`src/rtl/uart_rx_sampler.sv`:
```
`default_nettype none
// ============================================================================
// Module   : uart_rx_sampler
// Purpose  : Oversampling UART receiver (8N1). The line is double-flop
//            synchronized, each bit is decided by a 2-of-3 majority around the
//            bit centre, and the result is reported as a one-clock data_valid
//            or frame_error strobe.
// Revision : 1.0 - initial release
// ============================================================================
module uart_rx_sampler #(
  parameter int SYS_CLOCK  = 1000000,
  parameter int BAUD_RATE  = 9600,
  parameter int OVERSAMPLE = 16
) (
  input  logic       clk,
  input  logic       reset,
  input  logic       rx_input,
  output logic [7:0] data_output,
  output logic       data_valid,
  output logic       frame_error,
  output logic       busy
);

  // Tick divider; a ratio below one is clamped so ticks never stop.
  localparam int c_DIV_RAW = SYS_CLOCK / (BAUD_RATE * OVERSAMPLE);
  localparam int c_DIV     = (c_DIV_RAW < 1) ? 1 : c_DIV_RAW;
  localparam int c_DW      = (c_DIV > 1) ? $clog2(c_DIV) : 1;
  localparam int c_SW      = $clog2(OVERSAMPLE);

  localparam logic [c_DW-1:0] c_DIV_LAST = c_DW'(c_DIV - 1);
  localparam logic [c_SW-1:0] c_SMP_LAST = c_SW'(OVERSAMPLE - 1);
  // The three vote samples straddle the bit centre.
  localparam logic [c_SW-1:0] c_SMP_A    = c_SW'(OVERSAMPLE / 2 - 1);
  localparam logic [c_SW-1:0] c_SMP_B    = c_SW'(OVERSAMPLE / 2);
  localparam logic [c_SW-1:0] c_SMP_C    = c_SW'(OVERSAMPLE / 2 + 1);

  typedef enum logic [2:0] {
    ST_IDLE  = 3'd0,
    ST_START = 3'd1,
    ST_DATA  = 3'd2,
    ST_STOP  = 3'd3,
    ST_BREAK = 3'd4
  } state_t;

  state_t            r_state;
  state_t            w_next;
  logic              r_sync1;
  logic              r_sync2;
  logic [c_DW-1:0]   r_div_cnt;
  logic [c_SW-1:0]   r_smp_cnt;
  logic [2:0]        r_bit_cnt;
  logic              r_samp_a;
  logic              r_samp_b;
  logic [7:0]        r_shift;
  logic [7:0]        r_data;
  logic              r_valid;
  logic              r_ferr;

  logic              w_rx;
  logic              w_tick;
  logic              w_vote;
  logic              w_wrap;
  logic              w_maj;
  logic              w_shift;
  logic              w_load;
  logic              w_ferr;

  assign w_rx   = r_sync2;
  assign w_tick = (r_div_cnt == c_DIV_LAST);
  assign w_vote = w_tick && (r_smp_cnt == c_SMP_C);
  assign w_wrap = w_tick && (r_smp_cnt == c_SMP_LAST);
  // Third vote sample is the live synchronized value at the decision tick.
  assign w_maj  = (r_samp_a & r_samp_b) | (r_samp_a & w_rx) | (r_samp_b & w_rx);

  // Two-flop synchronizer for the asynchronous serial line; idles high.
  always_ff @(posedge clk or posedge reset) begin
    if (reset) begin
      r_sync1 <= 1'b1;
      r_sync2 <= 1'b1;
    end else begin
      r_sync1 <= rx_input;
      r_sync2 <= r_sync1;
    end
  end

  // Free-running sample-tick divider.
  always_ff @(posedge clk or posedge reset) begin
    if (reset) begin
      r_div_cnt <= '0;
    end else if (w_tick) begin
      r_div_cnt <= '0;
    end else begin
      r_div_cnt <= r_div_cnt + 1'b1;
    end
  end

  // FSM state register.
  always_ff @(posedge clk or posedge reset) begin
    if (reset) begin
      r_state <= ST_IDLE;
    end else begin
      r_state <= w_next;
    end
  end

  // FSM next-state and datapath control.
  always_comb begin
    w_next  = r_state;
    w_shift = 1'b0;
    w_load  = 1'b0;
    w_ferr  = 1'b0;
    case (r_state)
      ST_IDLE: begin
        if (w_tick && !w_rx) w_next = ST_START;
      end
      ST_START: begin
        // A start bit that votes high was a glitch: drop it silently.
        if (w_vote && w_maj)  w_next = ST_IDLE;
        else if (w_wrap)      w_next = ST_DATA;
      end
      ST_DATA: begin
        if (w_vote) w_shift = 1'b1;
        if (w_wrap && (r_bit_cnt == 3'd7)) w_next = ST_STOP;
      end
      ST_STOP: begin
        if (w_vote) begin
          if (w_maj) begin
            w_load = 1'b1;
            w_next = ST_IDLE;
          end else begin
            w_ferr = 1'b1;
            w_next = ST_BREAK;
          end
        end
      end
      ST_BREAK: begin
        // Wait out a break / stuck-low line before re-arming start detection.
        if (w_tick && w_rx) w_next = ST_IDLE;
      end
      default: w_next = ST_IDLE;
    endcase
  end

  // Sample and bit counters; the sample counter is held at zero while idle.
  always_ff @(posedge clk or posedge reset) begin
    if (reset) begin
      r_smp_cnt <= '0;
      r_bit_cnt <= '0;
    end else begin
      if (r_state == ST_IDLE) begin
        r_smp_cnt <= '0;
      end else if (w_tick) begin
        r_smp_cnt <= (r_smp_cnt == c_SMP_LAST) ? '0 : r_smp_cnt + 1'b1;
      end
      if (r_state == ST_START) begin
        r_bit_cnt <= '0;
      end else if ((r_state == ST_DATA) && w_wrap) begin
        r_bit_cnt <= r_bit_cnt + 1'b1;
      end
    end
  end

  // Vote samples, LSB-first shift register, output byte and strobes.
  always_ff @(posedge clk or posedge reset) begin
    if (reset) begin
      r_samp_a <= 1'b1;
      r_samp_b <= 1'b1;
      r_shift  <= '0;
      r_data   <= '0;
      r_valid  <= 1'b0;
      r_ferr   <= 1'b0;
    end else begin
      if (w_tick && (r_smp_cnt == c_SMP_A)) r_samp_a <= w_rx;
      if (w_tick && (r_smp_cnt == c_SMP_B)) r_samp_b <= w_rx;
      if (w_shift) r_shift <= {w_maj, r_shift[7:1]};
      if (w_load)  r_data  <= r_shift;
      r_valid <= w_load;
      r_ferr  <= w_ferr;
    end
  end

  assign data_output = r_data;
  assign data_valid  = r_valid;
  assign frame_error = r_ferr;
  // The strobe cycle follows the return to IDLE, so keep busy up through it.
  assign busy        = (r_state != ST_IDLE) | r_valid | r_ferr;

endmodule
`default_nettype wire

```
`config.mk`:
```
export PLATFORM = sky130hd
export DESIGN_NAME = uart_rx_sampler
export DESIGN_NICKNAME = d
export VERILOG_FILES = /design/src/rtl/uart_rx_sampler.sv
export SDC_FILE = /design/constraint.sdc
export NUM_CORES = 1
export LEC_CHECK = 0
export BUFFER_PORTS_ARGS = -buffer_cell sky130_fd_sc_hd__buf_4
export CORE_AREA = 2 2 78 80
export DETAILED_ROUTE_END_ITERATION = 8
export DIE_AREA = 0 0 80 82
export PLACE_DENSITY = 0.57
export SLEW_MARGIN = 25
export SYNTH_ARGS = -nofsm -noshare
export SYNTH_HDL_FRONTEND = slang
export SYNTH_SLANG_ARGS = --single-unit
```
`constraint.sdc`:
```
create_clock -name clk -period 2.1 [get_ports clk]
set_clock_uncertainty 0.1 [all_clocks]
set_input_delay 0.315 -clock clk [delete_from_list [all_inputs] [get_ports clk]]
set_output_delay 0.315 -clock clk [all_outputs]
set_load 0.05 [all_outputs]
```
# After elaboration in Yosys (flattened, before gate mapping)
# Cells that the tools add are included.
dict set report classes {
  n_addsub 3
  n_eq_ne 15
  muxes 22
  bitwise_logic 7
  reduce_logical 15
}
# cell n
set ops {}
lappend ops {{two-way mux 3 bit} 10}
lappend ops {{one-hot mux 3 bit (5 select lines)} 1}
lappend ops {{equality test 4 bit (second input constant)} 3}
lappend ops {{two-way mux 4 bit} 3}
lappend ops {{equality test 3 bit (second input constant)} 3}
lappend ops {{logical AND 1 bit} 9}
lappend ops {{two-way mux 1 bit} 8}
lappend ops {{!= test 2 bit (second input constant)} 4}
lappend ops {{adder 3 x 1 -> 3 bit (second input constant)} 2}
lappend ops {{equality test 3 x 2 -> 1 bit (second input constant)} 2}
lappend ops {{AND reduction 5 bit} 1}
lappend ops {{adder 4 x 1 -> 4 bit (second input constant)} 1}
lappend ops {{equality test 4 x 3 -> 1 bit (second input constant)} 1}
lappend ops {{bitwise OR 1 bit} 4}
lappend ops {{nonzero test 2 bit} 2}
lappend ops {{bitwise AND 1 bit} 3}
lappend ops {{equality test 3 x 1 -> 1 bit (second input constant)} 1}
lappend ops {{zero test 3 bit} 1}
lappend ops {{!= test 3 bit (second input constant)} 1}
lappend ops {{nonzero test 3 bit} 1}
lappend ops {{zero test 1 bit} 1}
dict set report word_totals {
  ff_bits 35
  in_bits 3
  out_inout_bits 11
}

# Longest topological paths before layout
dict set report depth {
  depth_word 6
  depth_mapped 6
}

# Worst setup path before layout
# Ideal clock, no wire load.
dict set report synth_timing {
  path_kind {flip-flop to flip-flop}
  from {reg r_smp_cnt[1]}
  to {reg r_data[0], in the netlist data_output[0]}
  setup_ps 125
  t_arrival_ps 1772
  t_required_ps 1875
  setup_slack_ps 103
  stages_incl_launch_ff 7
  path_buffers 1
  period_less_slack_ps 1997
  cell_sequence {dfrtp_1 inv_1 ha_1 nand4b_4 or4b_1 buf_6 mux2_4}
}
dict set report synth_between {
  elab_chain_len 4
}
# item line_no
set synth_lines {}
lappend synth_lines {{from (decl)} 50} ;# logic [c_SW-1:0] r_smp_cnt;
lappend synth_lines {{from (signal assigned)} 153} ;# r_smp_cnt <= (r_smp_cnt == c_SMP_LAST) ? '0 : r_smp_cnt + 1'b1;
lappend synth_lines {{equality test 4 bit} 70} ;# assign w_vote = w_tick && (r_smp_cnt == c_SMP_C);
lappend synth_lines {{logical AND 1 bit} 70}
lappend synth_lines {{two-way mux 1 bit} 126} ;# if (w_vote) begin
lappend synth_lines {{two-way mux 1 bit} 112} ;# case (r_state)
lappend synth_lines {{to (signal assigned)} 176} ;# if (w_load) r_data <= r_shift;
lappend synth_lines {{to (decl)} 55} ;# logic [7:0] r_data;
# Every way passes these cells.
# A chain may end at the register's enable or synchronous reset.

# Worst setup path in the final report
dict set report layout_timing {
  from {reg r_state[2]}
  to {out busy}
}
dict set report layout_between {
  elab_chain_len 3
}
# item line_no
set layout_lines {}
lappend layout_lines {{from (decl)} 45} ;# state_t r_state;
lappend layout_lines {{from (signal assigned)} 102} ;# r_state <= w_next;
lappend layout_lines {{nonzero test 3 bit} 186} ;# assign busy = (r_state != ST_IDLE) | r_valid | r_ferr;
lappend layout_lines {{bitwise OR 1 bit (2 in series)} 186}
lappend layout_lines {{to (decl)} 21} ;# output logic busy
# Every way passes these cells.

==> flow_metrics.py <==
metrics = {
    "outcome": {
        "outcome": "finished clean",
    },
    "clock_tree": {
        "htreeDepth": 2,
        "cts_buffers": 5,
        "cts_max_path_buffers": 2,
        "cts_sinks": 35,
        "hold_buffers": 0,
        "path_clk_slew_ns": 0.08,
        "root_buffer": "clkbuf_8",
        "cts_tree": "done",
        "insertion_delay_ns": 0.29,
    },
    "power": {
        "p_leak_nw": 1.00,
        "ir_drop_mv": 0.254,
        "power.density_nw_per_um2": 713,
    },
    "place": {
        "portBuffers": 13,
        "place_area_sq_um": 1900,
        "place_hpwl_mm": 2.18,
        "routabilityCongestion": 0.802,
    },
    "setup_path": {
        "critPathCaptureType": "output pin",
        "startpoint_type": "register",
        "required_ns": 1.68,
        "worstRegToRegCells": 6,
        "path_class": "reg2out",
        "crit_fanout": 11,
        "worst_ep_arrival_time_ns": 1.65,
    },
    "final_layout": {
        "fin_util_pct": 35.6,
        "design_area_sq_um": 2040,
        "n_antenna_cell": 0,
        "drive_above_1_share_pct": 37.4,
        "area_growth_pct": 23.8,
        "fillers": 580,
        "num-nets-final": 170,
    },
    "timing": {
        "worst_pin_slew_ns": 0.488,
        "rsz0062_at_grt": "false",
        "setup_violations": 0,
        "maxSlewViolCount": 0,
        "fin_crit_ns": 2.06,
        "clock.fmax_mhz": 485,
        "finalHoldViolCount": 0,
        "tns_ns": 0,
        "fin_crit_sh_pct": 98.2,
        "whs_ns": 0.0136,
        "slew_headroom_pct": 67.2,
    },
    "hold_path": {
        "holdCritPathClass": "in2async",
    },
    "global_routing": {
        "grt_max_degree": 36,
        "gr-usage-all-layers_pct": 10.8,
        "use_met3_pct": 2.31,
        "grt_pass1_wl_mm": 5.30,
        "grt_use_met2_pct": 15.2,
        "antenna_found_initial": 0,
        "use_met1_pct": 14.8,
        "grt.overflow.total": 0,
        "grt_pass1_vias": 1121,
        "grt-busiest-layer": "met2",
    },
    "synthesis": {
        "syn-num-nets": 144,
        "synth_cell_types": 39,
        "synth_warnings": 0,
        "synth_seq_cells": 35,
        "synth_seq_area_share_pct": 53.3,
        "synth_top_area_cell": "dfrtp_1",
        "synth_top_area_share_pct": 47.0,
        "synth.avg_cell_area_sq_um": 12.1,
        "synth_area_sq_um": 1650,
        "synthTopCellsByArea": "dfrtp_1 (47%), mux2_4 (7.3%), mux2_2 (6.8%)",
        "syn_inst": 136,
    },
    "routing": {
        "finalWirelength_mm": 3.09,
        "dr.pass1.iters": 4,
        "viasPerCell": 4.59,
        "num_vias": 1093,
        "route.detailed.drc": 0,
        "ant_nets": 0,
        "drt_iter0_drc": 62,
        "post_drt_wl_per_cell_um": 13.0,
    },
    "floorplanning": {
        "fp.dieH_um": 82,
        "initial_utilization_pct": 28.7,
        "io_pins": 14,
        "dieArea_sq_um": 6560,
        "num_rows": 28,
        "core_area_sq_um": 5750,
        "floorplan.die.width_um": 80,
    },
    "job": {
        "max_cap_violations": 0,
    },
}
critical path, stage by stage, from the launching register on:
cell	delay, ns
dfrtp_1	0.39
buf_6	0.15
or3_4	0.33
or3_1	0.32
buf_6	0.16
synthesized netlist by cell type:
cell	count
and2_1	2
a31oi_1	2
mux2_2	10
nor3_1	5
buf_6	1
nor2_1	3
or3b_2	1
nor4_1	2
mux2_4	8
nand4_1	3
maj3_1	1
nor2b_1	2
o311ai_0	1
mux2i_1	1
dfstp_2	4
a31o_2	1
a311oi_1	1
nand3_1	4
and3_1	1
a211o_1	1
or4_1	1
nand2_1	6
or3_1	3
a21o_1	1
nor3b_1	1
a21oi_1	6
o21ai_0	6
clkbuf_1	5
nand3b_1	1
and3b_1	1
nand4b_1	1
nand4b_4	1
dfrtp_1	31
o2111ai_1	1
ha_1	5
nand2b_1	2
a311o_1	2
or4b_1	1
inv_1	7
area by class of cell:
cell class	count	area [sq um]	share of cell area [%]
sequential	35	881	43.1
multi-input combinational	88	732	35.8
timing repair buffer	25	195	9.55
tap	75	93.8	4.59
clock buffer	5	68.8	3.37
clock inverter	3	47.5	2.33
inverter	7	26.3	1.29
state kept, by name (all words and copies together), names as in the netlist, 3 cells and up:
signal / flops
data_output: 8
r_bit_cnt: 3
r_div_cnt: 3
r_shift: 8
r_smp_cnt: 4
r_state: 3
logic make-up after synthesis:
kind of cell	Yosys count	share of synthesized area, %
and+or+nand+nor	41	15.5
DFF	35	53.3
AOI/OAI and AO/OA	22	8.71
muxes	19	14.7
buffers and inverters	13	3.41
adders and majority gates	6	4.39
per-stage QoR:
stage	setup WS (ns)	total power [mW]	cells
detailed placement	0.0289	0.832	230
floorplan	0.103	0.787	136
CTS	0.000567	1.46	238
finish	0.0378	1.46	238
global placement	0.0706	0.830	230
global route	0.00169	1.52	238
layout by cell type (no fill, tap or decap), types with 2 or more instances in the layout:
cell / count
a311o_1: 2
inv_1: 6
or3_1: 2
nor2_1: 3
nor4_1: 2
buf_6: 2
nand4_1: 3
buf_4: 23
clkbuf_8: 5
mux2_2: 10
nor2b_1: 2
a31oi_1: 2
nand3_1: 4
ha_1: 4
nor3_1: 5
a21oi_1: 6
and2_1: 2
dfrtp_1: 31
dfstp_2: 4
o21ai_0: 6
nand2_1: 6
mux2_4: 8
nand2b_1: 2
timing repair:
action	CTS	global route
buffers inserted	0	0
endpoints found under the setup margin	1	9
gates resized for setup	1	5
routing by layer:
layer	share of wire (%)	up-vias
li1	-	547
met1	49	523
met2	45	18
met3	3.5	5
met4	1.6	0
met5	0	-
report_power, final:
group | total (mW) | leakage, nW | switching [mW] | internal, mW
clock network | 0.625 | 0.0587 | 0.266 | 0.360
registers | 0.703 | 0.463 | 0.0139 | 0.689
logic | 0.130 | 0.482 | 0.0741 | 0.0559
worst paths after layout:
check	to	from	slack, ns
setup / recovery	busy	r_state[2]	0.04
hold / removal	data_output[1]	reset	0.01
setup reg to reg	data_output[5]	r_smp_cnt[1]	0.13
hold reg to reg	r_sync2	r_sync1	0.26
max in group asynchronous	r_samp_a	reset	1.55
min in group clk	r_sync1	rx_input	0.03
(Power assumes the default switching activity.)
